<file path="src/rtl/fetch_queue_pkg.sv">
// Shared types for the instruction fetch queue: queue entry layout, FSM states, PC increment.
package fetch_queue_pkg;

  typedef struct packed {
    logic [31:0] instr;
    logic [31:0] pc;
  } fq_entry_t;

  typedef enum logic {
    FQ_RUN   = 1'b0,
    FQ_DRAIN = 1'b1
  } fq_state_t;

  localparam logic [31:0] PC_STEP = 32'd4;

endpackage

</file>
<file path="src/rtl/fetch_queue_storage.sv">
// Circular buffer of fetched words; flush wins over same-cycle push and pop.
module fetch_queue_storage
  import fetch_queue_pkg::*;
#(
  parameter int DEPTH = 4
) (
  input  logic                     clk,
  input  logic                     reset,
  input  logic                     flush,
  input  logic                     push,
  input  fq_entry_t                push_data,
  input  logic                     pop,
  output fq_entry_t                head,
  output logic [$clog2(DEPTH):0]   count,
  output logic                     empty
);
  localparam int AW = $clog2(DEPTH);
  localparam int CW = AW + 1;

  fq_entry_t      mem [DEPTH];
  logic [AW-1:0]  wr_ptr, rd_ptr;

  always_ff @(posedge clk) begin
    if (reset || flush) begin
      wr_ptr <= '0;
      rd_ptr <= '0;
      count  <= '0;
    end else begin
      if (push) wr_ptr <= wr_ptr + 1'b1;
      if (pop)  rd_ptr <= rd_ptr + 1'b1;
      count <= count + CW'(push) - CW'(pop);
    end
  end

  always_ff @(posedge clk) begin
    if (push && !flush && !reset) mem[wr_ptr] <= push_data;
  end

  assign head  = mem[rd_ptr];
  assign empty = (count == '0);

endmodule

</file>
<file path="src/rtl/instruction_fetch_queue.sv">
// Decoupled fetch front end: credit-limited imem reads, response queue, redirect with stale-response drain.
// Optional zero-latency empty-queue bypass under FETCH_QUEUE_BYPASS_EN.
module instruction_fetch_queue
  import fetch_queue_pkg::*;
#(
  parameter int          DEPTH           = 4,
  parameter int          MAX_OUTSTANDING = 2,
  parameter logic [31:0] RESET_PC        = 32'hBFC00000
) (
  input  logic        clk,
  input  logic        reset,
  input  logic        redirect,
  input  logic [31:0] redirect_pc,
  output logic        imem_req,
  output logic [31:0] imem_addr,
  input  logic        imem_busy,
  input  logic        imem_rvalid,
  input  logic [31:0] imem_rdata,
  output logic        out_valid,
  input  logic        out_ready,
  output logic [31:0] out_instr,
  output logic [31:0] out_pc,
  output logic [31:0] out_pcadd4,
  output logic [31:0] out_pcadd8,
  output logic [31:0] out_pcsub4
);
  localparam int              CW       = $clog2(DEPTH) + 1;
  localparam logic [CW:0]     DEPTH_C  = (CW+1)'(DEPTH);
  localparam logic [CW-1:0]   MAX_OS_C = CW'(MAX_OUTSTANDING);

  fq_state_t      state;
  logic [31:0]    fetch_pc, resp_pc;
  logic [CW-1:0]  outstanding, drop_cnt, drop_next, count;
  logic [CW:0]    inflight;
  logic           run, accept, resp_live, bypass_hit, push, pop, empty;
  fq_entry_t      stored, in_entry, head;

  assign run      = (state == FQ_RUN);
  assign inflight = {1'b0, count} + {1'b0, outstanding};
  assign imem_req = ~reset & run & ~redirect & (inflight < DEPTH_C) & (outstanding < MAX_OS_C);
  assign imem_addr = fetch_pc;
  assign accept    = imem_req & ~imem_busy;

  // Responses are in order, so the tag is just the PC of the oldest unanswered read.
  assign resp_live = imem_rvalid & run & ~redirect & ~reset;
  assign in_entry  = '{instr: imem_rdata, pc: resp_pc};

`ifdef FETCH_QUEUE_BYPASS_EN
  assign bypass_hit = empty & resp_live;
  assign head       = empty ? in_entry : stored;
`else
  assign bypass_hit = 1'b0;
  assign head       = stored;
`endif

  assign out_valid = ~reset & ~redirect & (~empty | bypass_hit);
  assign pop       = out_valid & out_ready & ~empty;
  assign push      = resp_live & ~(bypass_hit & out_ready);

  assign out_instr  = out_valid ? head.instr : '0;
  assign out_pc     = out_valid ? head.pc : '0;
  assign out_pcadd4 = out_valid ? head.pc + PC_STEP : '0;
  assign out_pcadd8 = out_valid ? head.pc + (PC_STEP << 1) : '0;
  assign out_pcsub4 = out_valid ? head.pc - PC_STEP : '0;

  // In DRAIN no reads are issued, so drop_cnt alone tracks what is still in flight.
  assign drop_next = (run ? outstanding : drop_cnt) - CW'(imem_rvalid);

  always_ff @(posedge clk) begin
    if (reset) begin
      state       <= FQ_RUN;
      fetch_pc    <= RESET_PC;
      resp_pc     <= RESET_PC;
      outstanding <= '0;
      drop_cnt    <= '0;
    end else begin
      if (accept || (imem_rvalid && outstanding != '0))
        outstanding <= outstanding + CW'(accept) - CW'(imem_rvalid && outstanding != '0);
      if (redirect) begin
        fetch_pc <= {redirect_pc[31:2], 2'b00};
        resp_pc  <= {redirect_pc[31:2], 2'b00};
        drop_cnt <= drop_next;
        state    <= (drop_next != '0) ? FQ_DRAIN : FQ_RUN;
      end else begin
        if (accept)    fetch_pc <= fetch_pc + PC_STEP;
        if (resp_live) resp_pc  <= resp_pc + PC_STEP;
        if (!run && imem_rvalid) begin
          drop_cnt <= drop_next;
          if (drop_next == '0) state <= FQ_RUN;
        end
      end
    end
  end

  fetch_queue_storage #(.DEPTH(DEPTH)) u_storage (
    .clk       (clk),
    .reset     (reset),
    .flush     (redirect),
    .push      (push),
    .push_data (in_entry),
    .pop       (pop),
    .head      (stored),
    .count     (count),
    .empty     (empty)
  );

endmodule
</file>
<file path="config.mk">
export PLATFORM = sky130hd
export DESIGN_NAME = instruction_fetch_queue
export DESIGN_NICKNAME = d
export VERILOG_FILES = /design/src/rtl/fetch_queue_pkg.sv /design/src/rtl/fetch_queue_storage.sv /design/src/rtl/instruction_fetch_queue.sv
export SDC_FILE = /design/constraint.sdc
export NUM_CORES = 1
export LEC_CHECK = 0
export CAP_MARGIN = 10
export CORE_MARGIN = 10
export CORE_UTILIZATION = 58
export CTS_CLUSTER_SIZE = 12
export DETAILED_ROUTE_END_ITERATION = 8
export GPL_ROUTABILITY_DRIVEN = 0
export PLACE_DENSITY = 0.86
export SYNTH_ARGS = -nofsm -noshare
export SYNTH_HDL_FRONTEND = slang
export SYNTH_SLANG_ARGS = --single-unit
</file>
<file path="constraint.sdc">
create_clock -name clk -period 9.39 [get_ports clk]
set_input_delay 2.817 -clock clk [delete_from_list [all_inputs] [get_ports clk]]
set_output_delay 2.817 -clock clk [all_outputs]
set_load 0.005 [all_outputs]
</file>
==> results of run 1 <==
cell type report:
cell class / count / area [µm²]
flip-flops and latches: 324 / 8974
fillers: 1766 / 7410
multi-input cells: 824 / 6312
repair buffers: 267 / 2640
clock buffers: 56 / 994.7
well taps: 341 / 426.7
inverters: 46 / 172.7
clock inverters: 3 / 21.27
through the flow:
| step | hold WS, ns | instances |
|---|---|---|
| after CTS | 0.5105 | 1861 |
| after floorplan | 0.4601 | 1289 |
| final | 0.5067 | 1861 |
| after global placement | 0.4766 | 1802 |
| after global routing | 0.5384 | 1861 |
| after detailed placement | 0.4811 | 1802 |
logic make-up (layout without fill, tap and decap cells):
group                    after synthesis  after routing  share of synthesized area
AND/OR/NAND/NOR                      465            465                     0.1564
flip-flops                           324            324                     0.5635
AO/OA/AOI/OAI                        157            157                    0.06541
buffers and inverters                141            372                    0.04245
multiplexers                         114            114                     0.1226
XOR/XNOR                              55             55                    0.03027
adder cells (fa/ha/maj)               23             23                    0.01903
other                                  1             10                  0.0002356
cells in the mapped netlist, types with 6 or more instances:
cell and number:
edfxtp_1 248, nor2_1 101, nand2_1 85, dfxtp_1 76, and2_1 57, clkbuf_1 53, mux4_2 50, mux2i_1 48
inv_1 46, a21oi_1 41, nand3_1 38, nor3_1 34, nand4_1 33, xnor2_1 30, o21ai_0 27, or3_1 26
nor4_1 25, xor2_1 25, ha_1 21, a31oi_1 20, and3_1 17, buf_4 17, or4_1 17, mux4_1 11
a211oi_1 10, buf_2 10, a21boi_0 9, o211ai_1 9, buf_1 8, o31ai_1 8, o311ai_0 6
placed cells by master, fill, tap and decap left out, drive strengths merged, types with 41 or more instances in the layout:
master           n
a21oi           41
and2            57
clkbuf          56
clkdlybuf4s50  250
dfxtp           76
edfxtp         248
inv             47
mux2i           48
mux4            61
nand2           86
nor2           101
power groups by stage:
stage | logic (W) | clock network, W | registers (W)
finish | 0.000201 | 0.00123 | 0.00161
global route | 0.000220 | 0.00130 | 0.00162
CTS | 0.000200 | 0.00125 | 0.00161
detailed placement | 0.000198 | 0 | 0.00164
global placement | 0.000191 | 0 | 0.00164
floorplan | 0.000112 | 0 | 0.00163
flip-flops by register name, indices dropped and copies added (netlist names), named ones only:
signal,cells
drop_cnt,3
imem_addr,30
outstanding,3
resp_pc,30
state,1
u_storage.count,3
u_storage.mem,248
u_storage.rd_ptr,2
u_storage.wr_ptr,2
metal layers:
| metal | up-vias | share of wire | routed length, µm | track usage |
|---|---|---|---|---|
| met3 | 102 | 0.11 | 4647 | 0.05518 |
| li1 | 5261 | - | - | - |
| met1 | 5762 | 0.39 | 16670 | 0.3118 |
| met4 | 0 | 0.028 | 1205 | 0.08191 |
| met2 | 729 | 0.48 | 20570 | 0.4021 |
| met5 | - | 0 | 0 | 0 |
worst paths after layout:
path	from	cells after the start	to	slack (ns)
worst max-delay path	redirect	8	out_pcsub4[26]	1.20
worst min register to register	drop_cnt[1]	2	drop_cnt[1]	0.51
worst max register to register	outstanding[1]	11	outstanding[2]	5.14
worst min-delay path	drop_cnt[1]	2	drop_cnt[1]	0.51
worst register-to-register path: stages, from the launching register on:
cell and delay [ns]:
dfxtp_1 0.38, ha_1 0.23, or3b_2 0.51, nor4_4 0.90, inv_1 0.70, ha_1 0.50
ha_1 0.14, inv_1 0.05, fa_1 0.39, xor2_1 0.17, nor2_1 0.05, a211oi_1 0.15
==> impl_summary.md, run 1 <==
GRT
The pin count of the biggest net entering global routing is 63. The global-route usage over all layers is 0.2437. The total congestion overflow is 0. The via count of the first global-routing pass is 11650. The number of antenna violations at the first check in global routing is 0. The first global-routing pass estimated 66.05 mm of wire.

Clock tree
The quantity of hold-fixing buffers added after cts is 0. The worst-skew pair later-pin latency is 0.50 ns. The number of instances resized during post-cts repair is 0. The deepest level of the CTS H-tree is 2. The number of sinks handled by clock tree synthesis is 324. The TritonCTS buffer count is 34. The cell sitting at the root of the clock tree is a clkbuf_16. The post-CTS setup buffer count is 0. The CTS tree is done. The clock passes through at most 3 buffers. After clock tree synthesis, the clock-pin slew on the worst setup and hold paths is 0.06 ns.

Logic synthesis
A synthesized cell averages 12.43 µm². The cell taking the most area after synthesis is edfxtp_1. The mapped netlist covers 0.01592 mm². The count of cell types in the netlist is 67. In the synthesized netlist the dominant register cell turns out to be edfxtp_1. The number of enable flip-flop cells after synthesis is approximately 250.

The area fraction of the dominant cell type after synthesis is 0.4679. Sorting the synthesized cells by area gives the leading types as edfxtp_1 (47%), dfxtp_1 (9.6%), mux4_2 (7.1%). The number of instances in the synthesized netlist is 1280. For this run, asynchronously set or reset flops after synthesis account for 0. Synthesis inferred around 320 register bits. Yosys printed 0 warnings.

The share of synthesized area occupied by flip-flops and latches is 0.5635.

STA
Setup violations remaining at the end of the flow were counted as 0. Setup repair after global routing left no endpoint under its margin. For the pin with the worst max-slew slack, the measured transition is 1.172 ns. The final number of hold-violating endpoints is 0. On the final layout, the worst clock skew is 0.009919 ns. The worst slew margin relative to its limit is 0.2157. The share of the cycle needed by the critical path after routing is 0.8723.

Derived from the worst setup path, the maximum achievable clock frequency is 122.1 MHz. In the post-route analysis, the smallest setup slack over all paths is between 1 and 1.5 ns. Subtracting the final worst setup slack from the clock period gives a little over 8 ns. The number of pins with negative max-slew slack in the final report is 0. The post-route setup TNS is 0 ns.

Power
The switching part of the total is 0.2161. Across the VDD grid, the largest voltage drop is 0.1256 mV. For this design the total switching power over the nets is 0.0006588 W. The static leakage power is 6.434 nW.

Of the total power, registers draw 0.529. Cell internal power was estimated by the tool at roughly 0.0024 W. The completed layout was analyzed and its total power is 0.003049 W. For this design the ratio of total power to cell area is between 150 and 200 mW/mm².

The combinational group share of total power is 0.066. The share of total power dissipated in the clock network is 0.405.

Detailed routing
The routed layout has 11850 vias. The count of routing violations after the opening detailed-route iteration is between 1000 and 1500. Dividing the detail-routed wire length by the instance count gives 23.15 µm.

The count of nets left with antenna violations once routing finished came out at 0. For this run, the detailed router's first-pass iteration total came to 5. The total routed wirelength is approximately 43 mm. The number of DRC violations after detailed routing is 0. Using the TritonRoute via totals, the vias-per-cell ratio works out to 6.370.

Worst hold path
In this run the worst hold path is classified as reg -> reg.

Floorplan
The starting density of the core is 0.5905. The die outline area is 0.03447 mm². The total core area is 0.02695 mm². The die outline height is 185.7 µm.

The row count is 60. The width of the die is 185.7 µm. During I/O placement, the number of pins put on the boundary was approximately 260.

Cells and area
After routing the design area is 0.01954 mm². The share of post-route cells with drive strength above 1 is 0.09013. The number of nets in the layout is ~1600. Measured on the finished design, the core utilization comes to 0.7251. The number of antenna diodes in the final layout is 0. The area growth from synthesis to layout is 22.78%.

Critical path
The classification of the worst setup path is in -> out. The worst setup path is launched from an input pin. The largest driver fanout on the critical path is 26. The worst endpoint data arrival time is 5.37 ns. The family with the most delay on the worst path is buffers and inverters. The cell repeated most along the worst path is clkdlybuf4s50_1.

The highest cell delay on the worst timing path is 0.59 ns. Among all stages on the critical path, the largest delay is contributed by clkdlybuf4s50_1. The signal on the critical path passes through clkdlybuf4s50_1, buf_4, nor2_1, nand2b_2, inv_2, nand2_1, mux2i_1, clkdlybuf4s50_1. The number of buffers and inverters on the critical path is 4.

STA classifies the critical path endpoint as a primary output. The required arrival time at the worst endpoint is roughly 6.6 ns.

Place
The pre-CTS setup slack is 1.242 ns. The post-place instance area is 0.01853 mm². The count of input and output buffers is 251. The detailed placement HPWL is 28.89 mm.

Outcome
The run finished with clean final reports.

Job
Max-cap violations in this run came to 0.
No activity file was read; power rests on OpenSTA's default activity.
==> run 2, diff against run 1 <==
--- a/config.mk
+++ b/config.mk
@@ -8,7 +8,6 @@
 export CAP_MARGIN = 10
 export CORE_MARGIN = 10
 export CORE_UTILIZATION = 58
-export CTS_CLUSTER_SIZE = 12
 export DETAILED_ROUTE_END_ITERATION = 8
 export GPL_ROUTABILITY_DRIVEN = 0
 export PLACE_DENSITY = 0.86
==> run 2 against run 1 <==
Wire length grew 0.35%; non-clock buffer count is the same; largest power group unchanged; via count shrank 0.40%; highest routed layer unchanged; power shrank 1.3%; global-route usage shrank 0.057 points.
==> impl_summary.md, run 2 (synthesis gave the netlist of run 1 again) <==
Cells and area
The number of fill cells came to 1772 (was 1766). The most frequent standard cell in the layout excluding fill and tap cells is clkdlybuf4s50_1 (unchanged). Commonest cells after routing, fill and taps aside: clkdlybuf4s50_1 (250), edfxtp_1 (248), nor2_1 (101) (unchanged). The flip-flop count of the largest register after layout is 248 (unchanged).

The number of nets in the layout was 1586 (was 1590). The share of post-route cells with drive strength above 1 came to 0.09492 (was 0.09013). The number of standard cells in the layout, taps in and fillers out was 1859 (was 1861).

The register ranked first by flip-flop count is u_storage.mem (unchanged). The area growth from synthesis to layout is 22.52% (was 22.78%).

Detailed routing
The antenna violation net count after detailed routing is 0 (unchanged). The total number of vias was 11810 (was 11850). The total iterations of the first detailed-routing run came to 6 (was 5). The number of DRC violations after detailed routing is 0 (unchanged). The total routed wirelength was 43.24 mm (was 43.09 mm).

The average via count per standard cell is 6.351 (was 6.370). The average wire per standard cell is 23.26 µm (was 23.15 µm). The count of routing violations after the opening detailed-route iteration was 1257 (was 1252).

Clock tree
The maximum root-to-sink buffer count came to 3 (unchanged). The post-CTS setup buffer count is 0 (unchanged). The clock transition at the registers of the reported paths is 0.06 ns (about the same). The worst-skew pair later-pin latency is 0.57 ns (was 0.50 ns).

The TritonCTS buffer count came to 30 (was 34). The CTS tree was done (unchanged). The cell chosen for the clock root was clkbuf_16 (unchanged).

The number of instances resized during post-cts repair was 0 (unchanged). The deepest level of the CTS H-tree came to 1 (was 2). The quantity of hold-fixing buffers added after cts is 0 (unchanged). The number of sinks handled by clock tree synthesis is 324 (unchanged).

Critical path
The largest driver fanout on the critical path came to 40 (was 26). The required arrival time at the worst endpoint came to 6.57 ns (about the same). The highest cell delay on the worst timing path was 0.53 ns (was 0.59 ns). The category of the worst setup path launch point was an input pin (unchanged). The classification of the worst setup path was in -> out (unchanged). The cell repeated most along the worst path is clkdlybuf4s50_1 (unchanged). The startpoint of the worst register-to-register path is outstanding[1] (unchanged). The slowest cell on the critical path is clkdlybuf4s50_1 (unchanged). The worst endpoint data arrival time is 5.35 ns (was 5.37 ns).

The worst setup slack for register-to-register paths is 5.13 ns (was 5.14 ns). The family with the most delay on the worst path is buffers and inverters (unchanged). The number of buffers and inverters on the critical path is 5 (was 4). The depth of the most critical reg-to-reg path is 11 (unchanged). The reg-to-reg endpoint is outstanding[2] (unchanged). The type of element capturing the critical path is a primary output (unchanged).

Cell-by-cell trace of the critical path: clkdlybuf4s50_1, buf_4, nor2_1, nand2b_2, inv_2, buf_12, and2_1, clkdlybuf4s50_1 (was clkdlybuf4s50_1, buf_4, nor2_1, nand2b_2, inv_2, nand2_1, mux2i_1, clkdlybuf4s50_1).

GRT
The global-route usage over all layers is 0.2431 (was 0.2437). The total congestion overflow is 0 (unchanged). The via count of the first global-routing pass was 11520 (was 11650). The number of antenna violations at the first check in global routing was 1 (was 0). The pin count of the biggest net entering global routing is 63 (unchanged). The first-pass GRT wire length is 66.06 mm (was 66.05 mm).

STA
The worst slew margin relative to its limit is 0.2564 (was 0.2157). The share of the cycle needed by the critical path after routing is 0.8702 (was 0.8723). The number of pins with negative max-slew slack in the final report is 0 (unchanged). The actual transition at the worst max-transition pin came to 1.111 ns (was 1.172 ns). The peak clock frequency supported by timing is 122.4 MHz (was 122.1 MHz). The post-route setup TNS is 0 ns (unchanged). The final setup slack of the worst path was 1.219 ns (was 1.199 ns).

Unrepaired setup endpoints after global routing: false (unchanged). The final critical delay including setup and external delays is 8.171 ns (was 8.191 ns). The final count of negative-setup-slack endpoints was 0 (unchanged).

The worst setup skew after layout is 0.01807 ns (was 0.009919 ns). The final number of hold-violating endpoints was 0 (unchanged).

Power
The worst vdd rail ir drop is 0.1382 mV (was 0.1256 mV). The power per cell area is 154.3 mW/mm² (was 156.0 mW/mm²). The static leakage power is 6.425 nW (was 6.434 nW).

Floorplan
The number of placed I/O pins is 264 (unchanged). The die outline area is 0.03447 mm² (unchanged). The row count is 60 (unchanged). The starting density of the core came to 0.5905 (unchanged).

The width of the die is 185.7 µm (unchanged). The total core area is 0.02695 mm² (unchanged). The die outline height is 185.7 µm (unchanged).

Place
The detailed placement HPWL was 28.89 mm (unchanged). The count of input and output buffers came to 251 (unchanged). The pre-CTS setup slack was 1.242 ns (unchanged). The instance count after placement with tap cells included is 1802 (unchanged).

Job
The max-cap check violation count is 0 (unchanged).

Worst hold path
The class of the tightest hold or removal check was reg -> reg (unchanged). The number of cells traversed by the worst hold path is 2 (unchanged). The endpoint with the worst hold slack is drop_cnt[1] (unchanged). The startpoint of the worst hold path is drop_cnt[1] (unchanged).

Outcome
Status: complete, no violations (unchanged).
==> run 2: layer usage <==
metal / part of all wire / wire length [µm] / vias to the layer above / global-route usage
met5: 0 / 0 / - / 0
met4: 0.026 / 1105 / 0 / 0.07707
met3: 0.098 / 4233 / 89 / 0.04718
met2: 0.48 / 20740 / 686 / 0.4058
met1: 0.40 / 17160 / 5777 / 0.3140
li1: - / - / 5255 / -
==> run 2: layout make-up <==
type / count / area, µm² / share of cell area
multi-input combinational: 824 / 6312 / 0.3237
inverter: 46 / 172.7 / 0.008855
sequential: 324 / 8974 / 0.4602
clock buffer: 34 / 775.7 / 0.03978
tap: 341 / 426.7 / 0.02188
clock inverter: 22 / 195.2 / 0.01001
antenna: 1 / 2.502 / 0.0001283
timing repair buffer: 267 / 2640 / 0.1354
==> run 2: power by group <==
| part | switching (W) | leakage, nW | total [W] | internal, W |
|---|---|---|---|---|
| clock | 0.000519 | 0.481 | 0.00119 | 0.000676 |
| sequential | 0.0000388 | 2.88 | 0.00161 | 0.00157 |
| combinational | 0.000107 | 3.06 | 0.000201 | 0.0000941 |
| total | 0.000665 | 6.42 | 0.00301 | 0.00234 |
==> run 2: tightest hold or removal path, stage by stage (launching register included) <==
cell	delay (ns)
dfxtp_1	0.31
nor2_1	0.10
a211oi_1	0.05
==> run 2: worst max path at each step <==
stage	startpoint	cells past startpoint	slack, ns	end
final	redirect	8	1.22	out_instr[11]
after global routing	redirect	8	1.12	out_pcsub4[26]
after CTS	redirect	8	1.23	out_pcsub4[27]
after detailed placement	redirect	8	1.24	out_pcadd4[31]
after global placement	redirect	8	1.31	out_instr[19]
after floorplan	redirect	9	2.28	out_pcadd4[26]
==> run 2: per-stage QoR <==
stage / power (W) / hold WS, ns / utilization / cell area (µm²)
detailed placement: 0.001837 / 0.4811 / 0.6874 / 18530
finish: 0.003008 / 0.5042 / 0.7235 / 19500
CTS: 0.003017 / 0.5091 / 0.7234 / 19500
global placement: 0.001827 / 0.4766 / 0.6874 / 18530
global route: 0.003090 / 0.5556 / 0.7235 / 19500
floorplan: 0.001740 / 0.4601 / - / 15950
==> run 3, diff against run 2 <==
--- a/config.mk
+++ b/config.mk
@@ -11,6 +11,7 @@
 export DETAILED_ROUTE_END_ITERATION = 8
 export GPL_ROUTABILITY_DRIVEN = 0
 export PLACE_DENSITY = 0.86
+export SLEW_MARGIN = 20
 export SYNTH_ARGS = -nofsm -noshare
 export SYNTH_HDL_FRONTEND = slang
 export SYNTH_SLANG_ARGS = --single-unit
==> run 3 against run 2 <==
Global-route usage stayed put; clock power hardly changed; critical path depth unchanged; via count down 0.18%; final cell count about the same; largest cell class unchanged.
==> impl_summary.md, run 3 (synthesis gave the netlist of run 1 again) <==
Floorplan
The die outline height was 185.7 µm (unchanged). The number of placed I/O pins is 264 (unchanged). The width of the die is 185.7 µm (unchanged).

The die outline area came to 0.03447 mm² (unchanged). The row count came to 60 (unchanged). The starting density of the core came to 0.5905 (unchanged). The total core area is 0.02695 mm² (unchanged).

GRT
The most used routing layer is met2 (unchanged). The global-route usage over all layers is 0.2431 (unchanged). The global-route met3 utilization is 0.04718 (unchanged). The pin count of the biggest net entering global routing is 63 (unchanged). The number of antenna violations at the first check in global routing is 1 (unchanged). The via count of the first global-routing pass came to 11520 (unchanged). The met2 track demand over resource is 0.4058 (unchanged). The total congestion overflow is 0 (unchanged). The met1 usage is 0.3140 (unchanged). The first-pass GRT wire length is 66.06 mm (unchanged).

Clock tree
The post-CTS setup buffer count is 0 (unchanged). The quantity of hold-fixing buffers added after cts was 0 (unchanged). The maximum root-to-sink buffer count is 3 (unchanged). The TritonCTS buffer count is 30 (unchanged). The clock transition at the registers of the reported paths is 0.06 ns (about the same). The cell chosen for the clock root is clkbuf_16 (unchanged).

The number of sinks handled by clock tree synthesis is 324 (unchanged). The worst-skew pair later-pin latency was 0.56 ns (was 0.57 ns). The deepest level of the CTS H-tree is 1 (unchanged).

The number of instances resized during post-cts repair is 0 (unchanged). The CTS tree is done (unchanged).

Cells and area
The register ranked first by flip-flop count was u_storage.mem (unchanged). The register area came to 0.008974 mm² (unchanged). The area growth from synthesis to layout is 22.55% (was 22.52%).

The flip-flop count of the largest register after layout was 248 (unchanged). The number of nets in the layout is 1586 (unchanged). The most frequent standard cell in the layout excluding fill and tap cells is clkdlybuf4s50_1 (unchanged). The multi-input gate area in the final layout came to 0.006315 mm² (was 0.006312 mm²). The share of post-route cells with drive strength above 1 is 0.09558 (was 0.09492). The number of fill cells was 1770 (was 1772). Commonest cells after routing, fill and taps aside: clkdlybuf4s50_1 (250), edfxtp_1 (248), nor2_1 (100) (was clkdlybuf4s50_1 (250), edfxtp_1 (248), nor2_1 (101)).

Power
The combinational group share of total power is 0.067 (about the same). The static leakage power came to 6.425 nW (about the same). The cell internal power dissipation is 0.002343 W (about the same). The switching part of the total came to 0.2208 (was 0.2210).

The sequential fraction of design power is 0.536 (about the same). The switching power total is 0.0006639 W (was 0.0006648 W). The power per cell area was 154.2 mW/mm² (was 154.3 mW/mm²). The proportion of power drawn by the clock network is 0.397 (about the same). The worst vdd rail ir drop is 0.1380 mV (was 0.1382 mV).

STA
The number of pins with negative max-slew slack in the final report came to 0 (unchanged). The worst slew margin relative to its limit is 0.2651 (was 0.2564). The peak clock frequency supported by timing came to 122.3 MHz (was 122.4 MHz). The final count of negative-setup-slack endpoints is 0 (unchanged). The post-route setup TNS is 0 ns (unchanged). The worst setup skew after layout came to 0.01896 ns (was 0.01807 ns). The final number of hold-violating endpoints was 0 (unchanged). The share of the cycle needed by the critical path after routing is 0.8709 (was 0.8702). The actual transition at the worst max-transition pin is 1.094 ns (was 1.111 ns). The final setup slack of the worst path is 1.212 ns (was 1.219 ns). The final critical delay including setup and external delays came to 8.178 ns (was 8.171 ns).

Unrepaired setup endpoints after global routing: false (unchanged).

Detailed routing
The count of routing violations after the opening detailed-route iteration is 1192 (was 1257). The average wire per standard cell was 23.17 µm (was 23.26 µm). The total iterations of the first detailed-routing run is 5 (was 6). The number of DRC violations after detailed routing is 0 (unchanged). The antenna violation net count after detailed routing is 0 (unchanged). The total number of vias is 11790 (was 11810). The total routed wirelength came to 43.10 mm (was 43.24 mm). The average via count per standard cell is 6.337 (was 6.351).

Critical path
The type of element capturing the critical path was a primary output (unchanged). The largest driver fanout on the critical path is 40 (unchanged). The worst endpoint data arrival time came to 5.36 ns (was 5.35 ns).

The category of the worst setup path launch point is an input pin (unchanged). The classification of the worst setup path is in -> out (unchanged). The required arrival time at the worst endpoint came to 6.57 ns (about the same).

Job
The max-cap check violation count is 0 (unchanged).

Worst hold path
The class of the tightest hold or removal check is reg -> reg (unchanged).

Place
The pre-CTS setup slack is 1.242 ns (unchanged). The detailed placement HPWL came to 28.89 mm (unchanged). The count of input and output buffers came to 251 (unchanged).

Outcome
Status: complete, no violations (unchanged).
[run 3: cell count changes in the layout (fill, tap and decap cells not counted), sizes merged]
cell / previous run / this run
diode: 1 / 2
[run 3: power groups by stage]
stage | Clock, W | Sequential, W | Combinational (W)
2_1_floorplan | 0 | 0.00163 | 0.000112
3_3_place_gp | 0 | 0.00164 | 0.000191
3_5_place_dp | 0 | 0.00164 | 0.000198
4_1_cts | 0.00121 | 0.00161 | 0.000200
5_1_grt | 0.00125 | 0.00162 | 0.000220
6_report | 0.00119 | 0.00161 | 0.000201
[run 3: layout make-up]
class,instances,area share
clock inverters,22,0.01001
well taps,341,0.02188
flip-flops and latches,324,0.4601
clock buffers,34,0.03977
inverters,46,0.008853
repair buffers,267,0.1354
multi-input cells,824,0.3238
diodes,2,0.0002566
[run 3: final timing paths]
| path | startpoint | end | slack [ns] | cells past startpoint |
|---|---|---|---|---|
| worst max-delay path | redirect | out_instr[11] | 1.21 | 8 |
| worst min-delay path | drop_cnt[1] | drop_cnt[1] | 0.50 | 2 |
| worst max register to register | outstanding[1] | outstanding[2] | 5.15 | 11 |
| worst min register to register | drop_cnt[1] | drop_cnt[1] | 0.50 | 2 |
[run 3: stage by stage]
step	hold WS (ns)	area [µm²]	instances	utilization	total power (W)
2_1_floorplan	0.4601	15950	1289	-	0.001740
3_3_place_gp	0.4766	18530	1802	0.6874	0.001827
3_5_place_dp	0.4811	18530	1802	0.6874	0.001837
4_1_cts	0.5091	19500	1858	0.7234	0.003017
5_1_grt	0.5556	19500	1859	0.7236	0.003090
6_report	0.5041	19500	1860	0.7237	0.003007
[run 3: worst max-delay path: stages]
cell and delay (ns):
clkdlybuf4s50_1 0.39, buf_4 0.20, nor2_1 0.34, nand2b_2 0.14
inv_2 0.39, buf_12 0.27, and2_1 0.22, clkdlybuf4s50_1 0.53
[run 3: layer usage]
metal  wire length, µm  vias up  share of wire
met1             16960     5768           0.39
li1                  -     5252              -
met3              4336       92           0.10
met2             20690      674           0.48
met5                 0        -              0
met4              1111        0          0.026
